### src/rtl/bcd_para_binario_pkg.sv
// Shared definitions for the BCD<->binary conversion paths: special display
// codes, their BCD digit encodings and the converter state machine states.
package bcd_para_binario_pkg;

    localparam int unsigned CODIGO_TRACO   = 125;
    localparam int unsigned CODIGO_APAGADO = 124;

    localparam logic [3:0] DIGITO_TRACO   = 4'd15;
    localparam logic [3:0] DIGITO_APAGADO = 4'd14;

    typedef enum logic [1:0] {
        OCIOSO,
        CONVERTE,
        PRONTO
    } estado_t;

endpackage

### src/rtl/bcd_para_binario_if.sv
// Handshake/data bundle of the BCD-to-binary converter.
// The erro signal exists only when BCD_BIN_ERRO_EN is defined.
interface bcd_para_binario_if #(
    parameter int unsigned N_BITS = 7
);

    logic              start;
    logic [3:0]        dezena;
    logic [3:0]        unidade;
    logic [N_BITS-1:0] binario;
    logic              ocupado;
    logic              pronto;
`ifdef BCD_BIN_ERRO_EN
    logic              erro;

    modport master (output start, dezena, unidade,
                    input  binario, ocupado, pronto, erro);
    modport slave  (input  start, dezena, unidade,
                    output binario, ocupado, pronto, erro);
`else
    modport master (output start, dezena, unidade,
                    input  binario, ocupado, pronto);
    modport slave  (input  start, dezena, unidade,
                    output binario, ocupado, pronto);
`endif

endinterface

### src/rtl/bcd_para_binario_corrige_digito.sv
// Reverse double-dabble correction cell: subtracts 3 from a BCD field >= 8.
module corrige_digito (
    input  logic [3:0] digito,
    output logic [3:0] corrigido
);

    assign corrigido = (digito >= 4'd8) ? (digito - 4'd3) : digito;

endmodule

### src/rtl/bcd_para_binario.sv
// Sequential two-digit BCD-to-binary converter (reverse double-dabble, one
// shift per clock). Optional macro BCD_BIN_ERRO_EN adds the erro output.
module bcd_para_binario #(
    parameter int unsigned N_BITS         = 7,
    parameter int unsigned CODIGO_TRACO   = bcd_para_binario_pkg::CODIGO_TRACO,
    parameter int unsigned CODIGO_APAGADO = bcd_para_binario_pkg::CODIGO_APAGADO
) (
    input  logic              clock,
    input  logic              reset_n,
    bcd_para_binario_if.slave bus
);

    import bcd_para_binario_pkg::*;

    localparam int unsigned W_REG = N_BITS + 8;
    localparam int unsigned W_CNT = $clog2(N_BITS);

    estado_t           estado, estado_prox;
    logic [W_REG-1:0]  reg_desl;
    logic [W_REG-1:0]  desl;
    logic [W_REG-1:0]  corrigido;
    logic [3:0]        dez_corr;
    logic [3:0]        uni_corr;
    logic [W_CNT-1:0]  contador;
    logic [N_BITS-1:0] binario_r;
    logic              fora_faixa;
    logic              par_apagado;
    logic              ultimo;

    assign fora_faixa  = (bus.dezena > 4'd9) || (bus.unidade > 4'd9);
    assign par_apagado = (bus.dezena == DIGITO_APAGADO) && (bus.unidade == DIGITO_APAGADO);
    assign ultimo      = (contador == W_CNT'(N_BITS - 1));

    // Correction acts on the already-shifted digit fields.
    assign desl = reg_desl >> 1;

    corrige_digito u_corr_dez (
        .digito    (desl[W_REG-1 -: 4]),
        .corrigido (dez_corr)
    );

    corrige_digito u_corr_uni (
        .digito    (desl[N_BITS+3 -: 4]),
        .corrigido (uni_corr)
    );

    assign corrigido = {dez_corr, uni_corr, desl[N_BITS-1:0]};

    always_ff @(posedge clock or negedge reset_n) begin
        if (!reset_n) begin
            estado <= OCIOSO;
        end else begin
            estado <= estado_prox;
        end
    end

    always_comb begin
        estado_prox = estado;
        case (estado)
            OCIOSO: begin
                if (bus.start) begin
                    estado_prox = fora_faixa ? PRONTO : CONVERTE;
                end
            end
            CONVERTE: begin
                if (ultimo) begin
                    estado_prox = PRONTO;
                end
            end
            PRONTO:  estado_prox = OCIOSO;
            default: estado_prox = OCIOSO;
        endcase
    end

    always_ff @(posedge clock or negedge reset_n) begin
        if (!reset_n) begin
            reg_desl  <= '0;
            contador  <= '0;
            binario_r <= '0;
        end else begin
            case (estado)
                OCIOSO: begin
                    if (bus.start) begin
                        if (fora_faixa) begin
                            // 14/14 is blank; 15/15 and every other out-of-range pair is dash.
                            binario_r <= par_apagado ? N_BITS'(CODIGO_APAGADO) : N_BITS'(CODIGO_TRACO);
                        end else begin
                            reg_desl <= {bus.dezena, bus.unidade, {N_BITS{1'b0}}};
                            contador <= '0;
                        end
                    end
                end
                CONVERTE: begin
                    reg_desl <= corrigido;
                    contador <= contador + 1'b1;
                    if (ultimo) begin
                        binario_r <= corrigido[N_BITS-1:0];
                    end
                end
                default: ;
            endcase
        end
    end

`ifdef BCD_BIN_ERRO_EN
    logic par_traco;
    logic invalido;
    logic erro_r;

    assign par_traco = (bus.dezena == DIGITO_TRACO) && (bus.unidade == DIGITO_TRACO);
    assign invalido  = fora_faixa && !par_traco && !par_apagado;

    always_ff @(posedge clock or negedge reset_n) begin
        if (!reset_n) begin
            erro_r <= 1'b0;
        end else if ((estado == OCIOSO) && bus.start) begin
            erro_r <= invalido;
        end
    end

    assign bus.erro = erro_r;
`endif

    assign bus.binario = binario_r;
    assign bus.ocupado = (estado != OCIOSO);
    assign bus.pronto  = (estado == PRONTO);

endmodule

### src/flat_wrapper.sv
// flat-port wrapper written by rule: the top's interface ports become plain ports
module bcd_para_binario_flat import bcd_para_binario_pkg::*;
#(
    parameter int unsigned N_BITS         = 7,
    parameter int unsigned CODIGO_TRACO   = bcd_para_binario_pkg::CODIGO_TRACO,
    parameter int unsigned CODIGO_APAGADO = bcd_para_binario_pkg::CODIGO_APAGADO
)
  (clock, reset_n, bus_start, bus_dezena, bus_unidade, bus_binario, bus_ocupado, bus_pronto);
  bcd_para_binario_if #(.N_BITS(N_BITS)) bus_i ();
  input  logic clock;
  input  logic reset_n;
  input wire logic [$bits(bus_i.start)-1:0] bus_start;
  input wire logic [$bits(bus_i.dezena)-1:0] bus_dezena;
  input wire logic [$bits(bus_i.unidade)-1:0] bus_unidade;
  output wire logic [$bits(bus_i.binario)-1:0] bus_binario;
  output wire logic [$bits(bus_i.ocupado)-1:0] bus_ocupado;
  output wire logic [$bits(bus_i.pronto)-1:0] bus_pronto;
  assign bus_i.start = bus_start;
  assign bus_i.dezena = bus_dezena;
  assign bus_i.unidade = bus_unidade;
  assign bus_binario = bus_i.binario;
  assign bus_ocupado = bus_i.ocupado;
  assign bus_pronto = bus_i.pronto;
  bcd_para_binario #(.N_BITS(N_BITS), .CODIGO_TRACO(CODIGO_TRACO), .CODIGO_APAGADO(CODIGO_APAGADO)) u_core (.clock(clock), .reset_n(reset_n), .bus(bus_i));
endmodule
### config.mk
export PLATFORM = sky130hd
export DESIGN_NAME = bcd_para_binario_flat
export DESIGN_NICKNAME = d
export VERILOG_FILES = /design/src/rtl/bcd_para_binario_pkg.sv /design/src/rtl/bcd_para_binario_if.sv /design/src/rtl/bcd_para_binario_corrige_digito.sv /design/src/rtl/bcd_para_binario.sv /design/src/flat_wrapper.sv
export SDC_FILE = /design/constraint.sdc
export NUM_CORES = 1
export LEC_CHECK = 0
export CORE_UTILIZATION = 41
export DETAILED_ROUTE_END_ITERATION = 16
export PLACE_DENSITY = 0.7
export SYNTH_ARGS = -nofsm -noshare
export SYNTH_HDL_FRONTEND = slang
export SYNTH_SLANG_ARGS = --single-unit
export TNS_END_PERCENT = 20
### constraint.sdc
create_clock -name clock -period 1.5 [get_ports clock]
set_clock_uncertainty 0.15 [all_clocks]
set_input_delay 0.15 -clock clock [delete_from_list [all_inputs] [get_ports clock]]
set_output_delay 0.15 -clock clock [all_outputs]
set_load 0.02 [all_outputs]
==> impl_metrics.yaml <==
routing:
  vias_per_cell: 5.30
  drt_iter0_markers: 15
  vias: 1145
  wl_per_cell_um: 15.2
  drc_errors: 0
  postRouteAntennaNets: 0
  dr.pass1.iters: 4
  drt_wl_total_um: 3290
critical_path:
  crit_required_ns: 1.59
  slowest_stage: "dfrtp_1"
  crit_family: "flip-flops"
  path_cells: "inv_1 -> ha_2 -> nand2_4 -> nor2_4 -> a31oi_4 -> mux2_4"
  rrSetupSlack_ns: 0.005
  cp_data_arrival_time_ns: 1.59
  path_max_fanout: 3
  slowest_delay_ns: 0.39
  path_class: "reg -> reg"
  start_kind: "register"
  critical_path_buf_inv_count: 1
  end_kind: "register"
sta:
  clock.fmax_ghz: 0.669
  slew_headroom_pct: 77.5
  rsz0062_at_grt: "yes"
  tightestPinTransition_ns: 0.337
  setup_viol: 0
  min_period_over_period_pct: 99.7
  maxSlewViolCount: 0
  finalCriticalPeriod_ns: 1.50
  finalHoldViolations: 0
logic_synthesis:
  ys_types: 36
  ys_seq_area_share_pct: 49.4
  async_flop_share_pct: 100
  netlist_instances: 123
  yosysWarnings: 0
  synth_ff_type: "dfrtp_1"
  synth_nets: 138
  netlist_area_um2: 1320
  postSynthAreaPerCell_um2: 10.7
  synth_edf_count: 0
  synth-seq-cells: 26
final_layout:
  n_antenna_cell: 0
  finalInstanceArea_um2: 1890
  multi_input_area_um2: 631
  area_delta_synth_final_pct: 43.1
  utilization_pct: 61.8
  layout-drive-gt1-share_pct: 36.6
  seqCellArea_um2: 653
  nFillCells: 284
  nNetsFinal: 188
die:
  io_pins: 20
  core_area_um2: 3050
  start_util_pct: 43.2
  die_x_um: 58.7
  dieArea_um2: 3440
  die-height_um: 58.7
  fp-row-count: 20
cts:
  cts.path.max_buffers: 2
  insertion_delay_ns: 0.34
  cts.sinks: 26
  clk_pin_slew_worst_paths_ns: 0.15
  cts_tree: "built"
  root_buffer: "clkbuf_4"
  holdBufCountCts: 0
  htreeDepth: 1
  numCtsBuffers: 3
power:
  irDropWorstVdd_uv: 1470
  cellPowerDensity_nw_per_um2: 2010
  p_leak_uw: 0.000883
placed_design:
  gp_congestion: 0.854
  dpl_cell_area_um2: 1730
  dp_hpwl_um: 2370
  port_buffers: 19
global_routing:
  grt_pass1_vias: 1123
  antenna_found_initial: 0
  grt_max_degree: 27
  grt_pass1_wl_um: 5300
  grt_use_total_pct: 20.6
  gr-total-overflow: 0
min_path:
  hp-class: "in -> async"
job:
  drv_cap: 0
outcome:
  status: "finished clean"
-- Yosys cell counts, types with 3 or more instances --
cell type   n  share of area (%)
nor2_1      8                2.3
nor4_1      5                2.4
buf_4       3                1.7
a22o_1      7                4.7
inv_1      13                3.7
o22ai_1     9                4.3
mux2i_1     3                2.3
a21oi_1    10                3.8
dfrtp_1    26                 49
ha_1        4                3.8
-- per-stage QoR --
step / setup TNS (ns) / std cells / setup WS [ns] / total power [uW] / hold slack (ns)
floorplan: -0.0632 / 123 / -0.0316 / 2380 / -0.296
global placement: -3.74 / 205 / -0.216 / 3030 / 0.319
detailed placement: -4.83 / 205 / -0.255 / 3110 / 0.337
CTS: -0.119 / 210 / -0.0540 / 3560 / 0.0284
global route: -0.424 / 216 / -0.0721 / 4050 / 0.0421
finish: 0 / 216 / 0.00484 / 3790 / 0.0114
-- worst paths after layout --
kind | start | to | depth (start not counted)
setup reg to reg | u_core.contador[0] | u_core.bus.binario[1] | 6
hold / removal | reset_n | u_core.reg_desl[9] | 2
max in group asynchronous | reset_n | u_core.estado[1] | 2
setup / recovery | u_core.contador[0] | u_core.bus.binario[1] | 6
min in group clock | u_core.bus.binario[4] | u_core.bus.binario[4] | 2
hold reg to reg | u_core.bus.binario[4] | u_core.bus.binario[4] | 2
-- registers in the layout, indices dropped and copies added, names as in the netlist --
name and cells:
u_core.estado 2, u_core.reg_desl 14, u_core.bus.binario 7, u_core.contador 3
-- what timing repair did --
action	4_1_cts	5_1_grt
setup buffers	1	6
resized for setup	17	14
endpoints found under the hold margin	0	0
pin swaps	1	9
setup endpoints to repair	12	27
-- cells by family after synthesis --
family | after synthesis | synth area share (%)
AO/OA/AOI/OAI | 39 | 21.5
flip-flops | 26 | 49.4
AND/OR/NAND/NOR | 25 | 11.0
buffers and inverters | 21 | 8.17
multiplexers | 6 | 4.84
adder cells (fa/ha/maj) | 4 | 3.80
XOR/XNOR | 2 | 1.33
-- power by group --
group,internal (uW),leakage [uW],switching [uW],total [uW]
Clock,271,0.0000279,228,498
Combinational,1030,0.000553,992,2020
Sequential,1010,0.000302,268,1280
-- layout make-up --
type / count / share of cell area [%]
clock buffer: 3 / 1.19
multi-input combinational: 76 / 33.4
inverter: 14 / 2.92
timing repair buffer: 52 / 23.3
clock inverter: 1 / 1.59
tap: 44 / 2.92
sequential: 26 / 34.6
-- worst reg2reg max path, cell delays in order (launching register included) --
cell	delay [ns]
dfrtp_1	0.39
inv_1	0.05
ha_2	0.19
nand2_4	0.07
nor2_4	0.04
a31oi_4	0.19
mux2_4	0.32
-- metal layers --
layer	global-route usage, %	wire (um)
met1	28.7	1470
met2	32.8	1660
met3	4.84	137
met4	4.76	27
met5	0	0
-- cell usage in the layout (no fill, tap or decap), types with 2 or more instances in the layout --
cell             synthesis  final
dlygate4sd2_1            0      7
a31oi_1                  2      2
buf_4                    3     30
clkdlybuf4s50_1          0     10
mux2_4                   0      2
nor2_1                   8      7
a21oi_1                 10     10
buf_2                    2      2
mux2i_1                  3      3
inv_1                   13     11
buf_6                    2      2
dfrtp_1                 26     24
ha_2                     0      2
nor4_2                   0      2
nor2_2                   2      2
a22o_1                   7      7
o21ai_2                  2      2
nor4_1                   5      3
dfrtp_2                  0      2
o2bb2ai_1                2      2
clkbuf_4                 0      3
o22ai_1                  9      9
inv_2                    1      2
Note: power is estimated with default switching activity, not from simulation.
